--- src/rtl/acc_pkg.sv ---
// Shared definitions for the accelerator weight-fetch path.
//   wfu_state_e : request-side FSM states
//   KIND_*      : weight-buffer kind field encodings
//   KPOS_3X3    : kernel positions in a 3x3 kernel
//   clog2 / widx_width : width helpers usable in parameter expressions
package acc_pkg;

  typedef enum logic [1:0] {
    StIdle  = 2'd0,
    StReq3  = 2'd1,
    StReq1  = 2'd2,
    StDrain = 2'd3
  } wfu_state_e;

  localparam logic KIND_3X3 = 1'b0;
  localparam logic KIND_1X1 = 1'b1;

  localparam int unsigned KPOS_3X3 = 9;

  function automatic int unsigned clog2(input int unsigned v);
    int unsigned r;
    r = 0;
    for (int i = 0; i < 32; i++) begin
      if ((32'd1 << i) < v) r = i + 1;
    end
    return r;
  endfunction

  // Word-index width; never zero so the address field always exists.
  function automatic int unsigned widx_width(input int unsigned ch_w, input int unsigned lanes);
    int unsigned w;
    w = clog2((32'd1 << ch_w) / lanes);
    return (w == 0) ? 1 : w;
  endfunction

endpackage

--- src/rtl/wfu_rsp_track.sv ---
// Receive-side tracker for the weight fetch unit. Counts returned words
// independently of the request side and forms the weight-buffer address
// {kind, kernel position, word index}.
// Ports:
//   clk, rst    : clock, asynchronous active-high reset
//   clear       : accepted start; reloads the counters
//   init_kind   : kind of the first response of the new fetch
//   words       : words per kernel position (1..2^WIDX_W)
//   rsp_vld     : a response word is being written this cycle
//   waddr       : weight-buffer write address for the current response
module wfu_rsp_track
  import acc_pkg::*;
#(
  parameter int unsigned WIDX_W = 6
) (
  input  logic              clk,
  input  logic              rst,
  input  logic              clear,
  input  logic              init_kind,
  input  logic [WIDX_W:0]   words,
  input  logic              rsp_vld,
  output logic [WIDX_W+4:0] waddr
);

  localparam int unsigned WORDS_W  = WIDX_W + 1;
  localparam logic [3:0]  POS_LAST = 4'(KPOS_3X3 - 1);

  logic              kind_q, kind_d;
  logic [3:0]        pos_q, pos_d;
  logic [WIDX_W-1:0] widx_q, widx_d;
  logic              word_last;

  assign word_last = (WORDS_W'(widx_q) + WORDS_W'(1)) == words;

  always_comb begin
    kind_d = kind_q;
    pos_d  = pos_q;
    widx_d = widx_q;
    if (clear) begin
      kind_d = init_kind;
      pos_d  = '0;
      widx_d = '0;
    end else if (rsp_vld) begin
      if (word_last) begin
        widx_d = '0;
        // 1x1 has a single position; only 3x3 walks positions 0..8.
        if (kind_q == KIND_3X3) begin
          if (pos_q == POS_LAST) begin
            pos_d  = '0;
            kind_d = KIND_1X1;
          end else begin
            pos_d = pos_q + 4'd1;
          end
        end
      end else begin
        widx_d = widx_q + WIDX_W'(1);
      end
    end
  end

  always_ff @(posedge clk or posedge rst) begin
    if (rst) begin
      kind_q <= KIND_3X3;
      pos_q  <= '0;
      widx_q <= '0;
    end else begin
      kind_q <= kind_d;
      pos_q  <= pos_d;
      widx_q <= widx_d;
    end
  end

  assign waddr = {kind_q, pos_q, widx_q};

endmodule

--- src/rtl/weight_fetch_unit.sv ---
// Weight fetch unit: on start, reads the 3x3 and/or 1x1 kernel weights of one
// output channel through the arbiter request/response ports and writes each
// returned word into the MAC-array weight buffer.
// Ports:
//   clk, rst                 : clock, asynchronous active-high reset
//   start, cfg_*             : fetch command from the layer controller
//   busy, done               : status back to the layer controller
//   req_addr/req_vld/req_rdy : read requests to the arbiter (registered)
//   rsp_data/rsp_vld/rsp_rdy : in-order read responses (rsp_rdy tied high)
//   wb_*                     : weight-buffer write port (combinational)
module weight_fetch_unit
  import acc_pkg::*;
#(
  parameter int unsigned ADDR_W          = 32,
  parameter int unsigned DATA_W          = 32,
  parameter int unsigned CH_W            = 8,
  parameter int unsigned MAX_OUTSTANDING = 4,
  localparam int unsigned LANES          = DATA_W / 8,
  localparam int unsigned WIDX_W         = widx_width(CH_W, LANES)
) (
  input  logic              clk,
  input  logic              rst,
  input  logic              start,
  input  logic [1:0]        cfg_mode,
  input  logic [CH_W-1:0]   cfg_in_ch,
  input  logic [CH_W-1:0]   cfg_och,
  input  logic [ADDR_W-1:0] cfg_w3_base,
  input  logic [ADDR_W-1:0] cfg_w1_base,
  output logic              busy,
  output logic              done,
  output logic [ADDR_W-1:0] req_addr,
  output logic              req_vld,
  input  logic              req_rdy,
  input  logic [DATA_W-1:0] rsp_data,
  input  logic              rsp_vld,
  output logic              rsp_rdy,
  output logic              wb_wen,
  output logic [WIDX_W+4:0] wb_waddr,
  output logic [CH_W-1:0]   wb_och,
  output logic [DATA_W-1:0] wb_wdata
);

  localparam int unsigned BYTES   = DATA_W / 8;
  localparam int unsigned WORDS_W = WIDX_W + 1;
  // Holds 9 * words with margin.
  localparam int unsigned CNT_W   = WIDX_W + 5;
  localparam int unsigned OUT_W   = clog2(MAX_OUTSTANDING + 1);

  wfu_state_e state_q, state_d;

  logic [1:0]         mode_q;
  logic [CH_W-1:0]    och_q;
  logic [WORDS_W-1:0] words_q;
  logic [CNT_W-1:0]   n3_q, n1_q;
  logic [ADDR_W-1:0]  addr1_q;

  logic [CNT_W-1:0]   req_cnt_q, req_cnt_d;
  logic [ADDR_W-1:0]  req_addr_q, req_addr_d;
  logic               req_vld_q, req_vld_d;
  logic               done_q, done_d;
  logic [OUT_W-1:0]   out_q, out_d;

  logic               accept;
  logic               req_hs;
  logic               rsp_dec;
  logic               room;

  logic [WORDS_W-1:0] words_calc;
  logic [CNT_W-1:0]   n3_calc, n1_calc;
  logic [ADDR_W-1:0]  addr3_calc, addr1_calc;

  // The done cycle still counts as busy, so a start there is ignored too.
  assign accept  = start && (state_q == StIdle) && !done_q;
  assign req_hs  = req_vld_q & req_rdy;
  // Stray responses while idle must not wrap the credit counter.
  assign rsp_dec = rsp_vld & (out_q != '0);

  // Start-time geometry from the live configuration inputs.
  always_comb begin
    words_calc = WORDS_W'((32'(cfg_in_ch) + LANES - 1) / LANES);
    n3_calc    = CNT_W'(KPOS_3X3) * CNT_W'(words_calc);
    n1_calc    = CNT_W'(words_calc);
    addr3_calc = cfg_w3_base + ADDR_W'(cfg_och) * ADDR_W'(n3_calc) * ADDR_W'(BYTES);
    addr1_calc = cfg_w1_base + ADDR_W'(cfg_och) * ADDR_W'(n1_calc) * ADDR_W'(BYTES);
  end

  always_comb begin
    out_d = out_q;
    case ({req_hs, rsp_dec})
      2'b10:   out_d = out_q + OUT_W'(1);
      2'b01:   out_d = out_q - OUT_W'(1);
      default: out_d = out_q;
    endcase
  end

  // req_vld is registered from next-cycle credit, so it is never raised at
  // the limit and, having been raised, stays up until its handshake.
  assign room = out_d < OUT_W'(MAX_OUTSTANDING);

  always_comb begin
    state_d    = state_q;
    req_cnt_d  = req_cnt_q;
    req_addr_d = req_addr_q;
    req_vld_d  = 1'b0;
    done_d     = 1'b0;
    unique case (state_q)
      StIdle: begin
        if (accept) begin
          req_cnt_d = '0;
          if (cfg_mode[0]) begin
            state_d    = StReq3;
            req_addr_d = addr3_calc;
            req_vld_d  = room;
          end else if (cfg_mode[1]) begin
            state_d    = StReq1;
            req_addr_d = addr1_calc;
            req_vld_d  = room;
          end else begin
            state_d = StDrain;
          end
        end
      end
      StReq3: begin
        req_vld_d = room;
        if (req_hs) begin
          req_addr_d = req_addr_q + ADDR_W'(BYTES);
          req_cnt_d  = req_cnt_q + CNT_W'(1);
          if (req_cnt_q == n3_q - CNT_W'(1)) begin
            req_cnt_d = '0;
            if (mode_q[1]) begin
              state_d    = StReq1;
              req_addr_d = addr1_q;
            end else begin
              state_d   = StDrain;
              req_vld_d = 1'b0;
            end
          end
        end
      end
      StReq1: begin
        req_vld_d = room;
        if (req_hs) begin
          req_addr_d = req_addr_q + ADDR_W'(BYTES);
          req_cnt_d  = req_cnt_q + CNT_W'(1);
          if (req_cnt_q == n1_q - CNT_W'(1)) begin
            req_cnt_d = '0;
            state_d   = StDrain;
            req_vld_d = 1'b0;
          end
        end
      end
      StDrain: begin
        // Every request has been accepted here, so zero credit in use means
        // the final response is being written this cycle (or already was).
        if (out_d == '0) begin
          done_d  = 1'b1;
          state_d = StIdle;
        end
      end
      default: state_d = StIdle;
    endcase
  end

  always_ff @(posedge clk or posedge rst) begin
    if (rst) begin
      state_q    <= StIdle;
      req_cnt_q  <= '0;
      req_addr_q <= '0;
      req_vld_q  <= 1'b0;
      done_q     <= 1'b0;
      out_q      <= '0;
      mode_q     <= '0;
      och_q      <= '0;
      words_q    <= '0;
      n3_q       <= '0;
      n1_q       <= '0;
      addr1_q    <= '0;
    end else begin
      state_q    <= state_d;
      req_cnt_q  <= req_cnt_d;
      req_addr_q <= req_addr_d;
      req_vld_q  <= req_vld_d;
      done_q     <= done_d;
      out_q      <= out_d;
      if (accept) begin
        mode_q  <= cfg_mode;
        och_q   <= cfg_och;
        words_q <= words_calc;
        n3_q    <= n3_calc;
        n1_q    <= n1_calc;
        addr1_q <= addr1_calc;
      end
    end
  end

  wfu_rsp_track #(
    .WIDX_W (WIDX_W)
  ) u_rsp_track (
    .clk       (clk),
    .rst       (rst),
    .clear     (accept),
    .init_kind (cfg_mode[0] ? KIND_3X3 : KIND_1X1),
    .words     (words_q),
    .rsp_vld   (rsp_vld),
    .waddr     (wb_waddr)
  );

  assign busy     = (state_q != StIdle) | done_q;
  assign done     = done_q;
  assign req_addr = req_addr_q;
  assign req_vld  = req_vld_q;
  assign rsp_rdy  = 1'b1;
  assign wb_wen   = rsp_vld;
  assign wb_wdata = rsp_data;
  assign wb_och   = och_q;

endmodule

--- config.mk ---
export PLATFORM = sky130hd
export DESIGN_NAME = weight_fetch_unit
export DESIGN_NICKNAME = d
export VERILOG_FILES = /design/src/rtl/acc_pkg.sv /design/src/rtl/wfu_rsp_track.sv /design/src/rtl/weight_fetch_unit.sv
export SDC_FILE = /design/constraint.sdc
export NUM_CORES = 1
export LEC_CHECK = 0
export CAP_MARGIN = 20
export CELL_PAD_IN_SITES_DETAIL_PLACEMENT = 0
export CELL_PAD_IN_SITES_GLOBAL_PLACEMENT = 1
export CORE_ASPECT_RATIO = 0.7
export CORE_MARGIN = 1
export CORE_UTILIZATION = 42
export CTS_CLUSTER_SIZE = 40
export DETAILED_ROUTE_END_ITERATION = 12
export PLACE_DENSITY_LB_ADDON = 0.1
export SYNTH_ARGS = -nofsm -noshare
export SYNTH_HDL_FRONTEND = slang
export SYNTH_HIERARCHICAL = 1
export SYNTH_SLANG_ARGS = --single-unit
--- constraint.sdc ---
create_clock -name clk -period 3.4 [get_ports clk]
set_input_delay 0.34 -clock clk [delete_from_list [all_inputs] [get_ports clk]]
set_output_delay 0.34 -clock clk [all_outputs]
set_load 0.01 [all_outputs]
# After elaboration in Yosys (flattened, before gate mapping)
# Cells that the tools add are included.
[totals] inputBits=119 out_inout_bits=88 reg_bits=121
[op_classes] mux=50 bitwise_logic=3 n_reduce_logical=15 multipliers=3 magnitude_cmp=1 n_eq_ne=17 n_addsub=13
[ops] cell="32-bit 2-to-1 mux" count=7
[ops] cell="32-bit one-hot mux with 3 select lines" count=1
[ops] cell="11-bit 2-to-1 mux" count=5
[ops] cell="11-bit one-hot mux with 3 select lines" count=1
[ops] cell="32-bit by 17-bit adder with 32-bit output" count=1
[ops] cell="32-bit by 21-bit adder with 32-bit output" count=1
[ops] cell="32-bit by 3-bit adder with 32-bit output (second input constant)" count=1
[ops] cell="11-bit equality test" count=2
[ops] cell="4-bit 2-to-1 mux" count=5
[ops] cell="8-bit by 11-bit multiplier with 19-bit output" count=1
[ops] cell="1-bit 2-to-1 mux" count=18
[ops] cell="6-bit 2-to-1 mux" count=3
[ops] cell="8-bit by 7-bit multiplier with 15-bit output" count=1
[ops] cell="2-bit 2-to-1 mux" count=7
[ops] cell="2-bit inequality test (second input constant)" count=7
[ops] cell="11-bit by 1-bit adder with 11-bit output (second input constant)" count=1
[ops] cell="4-bit by 7-bit multiplier with 11-bit output (first input constant)" count=1
[ops] cell="11-bit by 1-bit subtractor with 11-bit output (second input constant)" count=1
[ops] cell="8-bit by 3-bit adder with 9-bit output (second input constant)" count=1
[ops] cell="9-bit by 1-bit subtractor with 9-bit output (second input constant)" count=1
[ops] cell="2-bit one-hot mux with 4 select lines" count=1
[ops] cell="7-bit by 1-bit subtractor with 8-bit output (second input constant)" count=1
[ops] cell="6-bit by 1-bit adder with 7-bit output (second input constant)" count=1
[ops] cell="7-bit equality test" count=1
[ops] cell="other kinds (24)" count=32

# Depth between registers and ports, before layout
[logic_depth] word_depth=9 mapped_depth=38

# Cells and area by module
# The synthesis kept the hierarchy.
[by_module_without_submodules] mod="weight_fetch_unit" n_inst=1 area_each_um2=13274.0 cells_each=1609
[by_module_without_submodules] mod="wfu_rsp_track" n_inst=1 area_each_um2=804.5 cells_each=102

# Worst setup path after synthesis
# OpenSTA, ideal clock, no wires.
[synth_timing] path_type="input -> register" from="input port cfg_in_ch[0]" to="register req_addr_q[27], in the netlist req_addr[27]" path_buffers=1 t_arrival_ns=8.033 setup_ns=0.066 required_ns=3.334 cell_stages=37 path_slack_ns=-4.699 cell_sequence="o21a_1 nand4_1 inv_1 nand2_1 xnor2_1 clkbuf_1 ha_1 ha_1 a21o_1 a21oi_1 nor2b_1 o311ai_0 nand2_1 and2_1 fa_1 fa_1 fa_1 inv_1 fa_1 inv_1 ha_1 and3_1 a31oi_1 a21oi_1 a21o_1 a21oi_1 xnor2_1 ha_1 a21o_1 a21oi_1 o21ai_1 o21ai_0 nor2_1 a21oi_1 a2111o_1 o21ai_0 a221o_1"
[synth_between] elab_chain_len=8
[synth_lines] element="start, declared" line_no="weight_fetch_unit.sv:25" rtl="input logic [CH_W-1:0] cfg_in_ch,"
[synth_lines] element="8-bit by 3-bit adder with 9-bit output *" line_no="weight_fetch_unit.sv:80" rtl="words_calc = WORDS_W'((32'(cfg_in_ch) + LANES - 1) / LANES);"
[synth_lines] element="9-bit by 1-bit subtractor with 9-bit output *" line_no="weight_fetch_unit.sv:80"
[synth_lines] element="via n1_calc[5]" line_no="weight_fetch_unit.sv:69" rtl="logic [CNT_W-1:0] n3_calc, n1_calc;"
[synth_lines] element="4-bit by 7-bit multiplier with 11-bit output or 8-bit by 7-bit multiplier with 15-bit output (tied branches)" line_no="weight_fetch_unit.sv:81, weight_fetch_unit.sv:84"
[synth_lines] element="8-bit by 11-bit multiplier with 19-bit output or 32-bit by 17-bit adder with 32-bit output (tied branches)" line_no="weight_fetch_unit.sv:83, weight_fetch_unit.sv:84"
[synth_lines] element="32-bit by 21-bit adder with 32-bit output or 32-bit 2-to-1 mux (tied branches)" line_no="weight_fetch_unit.sv:83, weight_fetch_unit.sv:114"
[synth_lines] element="32-bit 2-to-1 mux *" line_no="weight_fetch_unit.sv:110" rtl="if (cfg_mode[0]) begin"
[synth_lines] element="32-bit 2-to-1 mux *" line_no="weight_fetch_unit.sv:108" rtl="if (accept) begin"
[synth_lines] element="32-bit one-hot mux with 3 select lines *" line_no="weight_fetch_unit.sv:106" rtl="unique case (state_q)"
[synth_lines] element="end signal, assigned" line_no="weight_fetch_unit.sv:181" rtl="req_addr_q <= req_addr_d;"
[synth_lines] element="end, declared" line_no="weight_fetch_unit.sv:58" rtl="logic [ADDR_W-1:0] req_addr_q, req_addr_d;"
# The timed path passes the listed nets; every way through them passes the cells marked *. The select of a mux whose other input is x is not followed.
# A chain may end at the register's enable or synchronous reset.

# Worst setup path after layout
# Same ends and word-level chain as after synthesis.

==> qor.csv <==
stage;metric;value;unit
route;drt_pre_antenna_iters;12;
finish;multi_input_comb_area;11970;um2
yosys;postSynthAreaPerCell;8.228;um2
run_status;run_status;finished, violations left;
critical_path;path_class;input port to flop;
cts;cts-root-buf;sky130_fd_sc_hd__clkbuf_16;
route;wl_met1;23.68;mm
cts;clock_tree_buf_depth;2;
yosys;synth.yosys.seq_area_share;20.80;%
cts;cts_hold_repair.buffers;0;
timing;setup_viol_count_final;54;
yosys;syn_area;14080;um2
critical_path;critical_path_buf_inv_count;6;
yosys;synth-warning-count;6;
cts;number_of_cts_inserted_buffers;17;
finish;sequential_cell_area;2928;um2
cts;clk_pin_slew_worst_paths;60;ps
yosys;yosysTopAreaCellShare;20.80;%
cts;insertion_delay;430;ps
cts;htree_levels;4;
yosys;synthDominantAreaCellType;sky130_fd_sc_hd__dfrtp_1;
worst_hold_path;worstHoldPathType;input port to async pin;
cts;cts.sink_count;117;
placed_design;place.detailed.hpwl;38.36;mm
yosys;synth_enable_flop_cells;0;
route;met3_wirelength;4.020;mm
floorplan;rows;55;
placed_design;gp_congestion;0.9780;
timing;post-route-period-util;214.7;%
timing;rsz0062_at_grt;yes;
grt;grt_antenna_before_repair;2;
critical_path;required;3770;ps
critical_path;worst_path_dominant_cell_family;adder cells;
grt;grt_util_all_layers;29.20;%
finish;n_fill_cell;2798;
timing;max_slew.worst_pin.slew;891.7;ps
grt;grt_start_max_net_pins;76;
route;ant_nets;0;
route;viasPerCell;5.490;
grt;first_global_vias;13720;
timing;fin_setup_tns;-153630;ps
grt;global_route.overflow_total;0;
cts;cts_tree;done;
timing;max_slew_margin;40.55;%
floorplan;die_h;155.2;um
finish;postLayoutCoreUtil;63.51;%
floorplan;starting_density;43.16;%
yosys;yosys-top-cells-area;sky130_fd_sc_hd__dfrtp_1, sky130_fd_sc_hd__fa_1, sky130_fd_sc_hd__ha_1;
floorplan;design.core.area;32620;um2
finish;syn2layout_area_growth;47.14;%
route;route.met2.wl;21.41;mm
route;dr_drc_count;6;
timing;worst_case_clock_skew;10.35;ps
route;dr.first_iter.drc_count;1089;
run_status;violations_in_the_final_reports;design-rule violations, negative setup slack;
placed_design;io_buffers;141;
timing;final_critical_path_setup_slack;-3901;ps
critical_path;crit_path_max_fanout;5;
floorplan;ioPinCount;207;
yosys;dominantRegCellSynth;sky130_fd_sc_hd__dfrtp_1;
critical_path;worst_setup_end_kind;flop;
placed_design;dpl_worst_slack;-4947;ps
critical_path;critical_path.slowest_cell;sky130_fd_sc_hd__fa_1;
timing;achievable-frequency;137.0;MHz
route;wl_per_cell;19.64;um
finish;drive_above_1_share;30.20;%
floorplan;floorplan.die_area;34270;um2
timing;period_minus_slack;7301;ps
grt;first_pass_grt_wire_length;77.64;mm
route;maxUsedRoutingLayer;met4;
yosys;flip_flop_and_latch_count_after_synthesis;117;
route;vias;13930;
flow_run;drv.max_cap_violation_count;0;
timing;final_max_slew_viol_count;0;
critical_path;worst_path_largest_cell_delay;520;ps
timing;finalHoldViolCount;0;
finish;nNetsFinal;2425;
critical_path;setup.worst_path.start_class;input port;
yosys;synthesis.instances;1711;
critical_path;worstPathArrival;7670;ps
route;routed_wl;49.85;mm
yosys;synth-async-reset-ratio;100.0;%
floorplan;die-width;220.8;um
yosys;yosys.cell_types.count;92;
-- cells by family (layout without fill, tap and decap cells) --
family                     after synthesis  count (layout)  share of synthesized area [%]
AOI/OAI and AO/OA                      367             368                          17.44
and+or+nand+nor                        628             628                          21.92
buffers and inverters                  256             646                          8.150
xor gates and xnor gates               116             116                          7.216
other                                    2              11                        0.05334
DFF                                    117             117                          20.80
muxes                                   16              16                          1.218
adders and majority gates              209             209                          23.21
-- repair_timing --
| item | CTS | global route |
|---|---|---|
| cloned | 1 | 0 |
| resized for setup | 167 | 149 |
| setup buffers | 28 | 19 |
| hold endpoints to repair | 0 | 0 |
| endpoints found under the setup margin | 55 | 56 |
| pin swaps | 111 | 91 |
-- final timing paths --
path / start / to / depth (start not counted) / slack [ps]
min in group clk: cfg_in_ch[7] / words_q[6] / 3 / 450
worst max-delay path: cfg_in_ch[0] / req_addr[27] / 36 / -3900
max in group asynchronous: rst / req_cnt_q[3] / 3 / 2270
worst max register to register: words_q[1] / req_addr[25] / 13 / -130
worst min-delay path: rst / u_rsp_track/pos_q[0] / 2 / 310
worst min register to register: addr1_q[1] / addr1_q[1] / 2 / 470
-- through the flow --
stage	std cells	instance area [um2]	hold WS, ps
floorplan	1718	14650	192.4
global placement	2467	18190	451.4
detailed placement	2467	18190	458.0
CTS	2519	19860	312.6
global route	2538	20710	368.9
finish	2538	20710	312.8
-- cells in the final DEF (no fill, tap or decap), types with 15 or more instances in the layout --
master / count
sky130_fd_sc_hd__buf_4: 266
sky130_fd_sc_hd__o21ai_1: 28
sky130_fd_sc_hd__nor3_1: 34
sky130_fd_sc_hd__a21oi_1: 38
sky130_fd_sc_hd__fa_1: 86
sky130_fd_sc_hd__a21oi_2: 19
sky130_fd_sc_hd__xor2_1: 25
sky130_fd_sc_hd__nand3_1: 41
sky130_fd_sc_hd__nand2b_1: 27
sky130_fd_sc_hd__nor2_1: 65
sky130_fd_sc_hd__a21o_1: 26
sky130_fd_sc_hd__and3_1: 24
sky130_fd_sc_hd__ha_4: 35
sky130_fd_sc_hd__xnor2_1: 46
sky130_fd_sc_hd__inv_1: 131
sky130_fd_sc_hd__clkdlybuf4s50_1: 132
sky130_fd_sc_hd__dfrtp_1: 117
sky130_fd_sc_hd__inv_2: 22
sky130_fd_sc_hd__and2_1: 58
sky130_fd_sc_hd__nand2_2: 15
sky130_fd_sc_hd__ha_1: 84
sky130_fd_sc_hd__o21ai_0: 64
sky130_fd_sc_hd__nand2_1: 245
sky130_fd_sc_hd__a211oi_1: 21
sky130_fd_sc_hd__clkbuf_16: 17
sky130_fd_sc_hd__buf_6: 46
-- sequential cells by signal, indices dropped and copies added (netlist names) --
name and flops:
addr1_q 32, state_q 2, req_cnt_q 11, words_q 7
wb_och 8, n3_q 8, req_vld 1, u_rsp_track/widx_q 6
req_addr 32, u_rsp_track/pos_q 4, mode_q 1, u_rsp_track/kind_q 1
out_q 3, done 1
-- layout make-up --
type,count,area share (%)
Antenna cell,2,0.02416
Clock buffer,19,2.138
Clock inverter,12,0.9785
Inverter,157,2.881
Multi-Input combinational cell,1346,57.77
Sequential cell,117,14.13
Tap cell,427,2.579
Timing Repair Buffer,458,19.49
-- cells in the mapped netlist (15+ instances only) --
cell type	n
sky130_fd_sc_hd__xor2_1	43
sky130_fd_sc_hd__nand2_1	262
sky130_fd_sc_hd__nand2b_1	27
sky130_fd_sc_hd__and2_1	65
sky130_fd_sc_hd__dfrtp_1	117
sky130_fd_sc_hd__fa_1	87
sky130_fd_sc_hd__nand3_1	47
sky130_fd_sc_hd__o21ai_0	104
sky130_fd_sc_hd__nor2_1	73
sky130_fd_sc_hd__a211oi_1	30
sky130_fd_sc_hd__buf_4	37
sky130_fd_sc_hd__a221oi_1	15
sky130_fd_sc_hd__nor3_1	40
sky130_fd_sc_hd__and3_1	29
sky130_fd_sc_hd__a21o_1	26
sky130_fd_sc_hd__clkbuf_1	46
sky130_fd_sc_hd__a21oi_1	69
sky130_fd_sc_hd__ha_1	122
sky130_fd_sc_hd__inv_1	155
sky130_fd_sc_hd__a31oi_1	16
sky130_fd_sc_hd__xnor2_1	73
-- layer usage --
| layer | vias to the layer above | global-route usage, % |
|---|---|---|
| met2 | 421 | 43.13 |
| met5 | - | 0 |
| li1 | 6622 | - |
| met4 | 0 | 6.627 |
| met1 | 6852 | 42.40 |
| met3 | 38 | 7.668 |
Power is left out: the tool's default activity adds up to more than one toggle a clock period on the data nets, which glitch-free logic cannot reach.
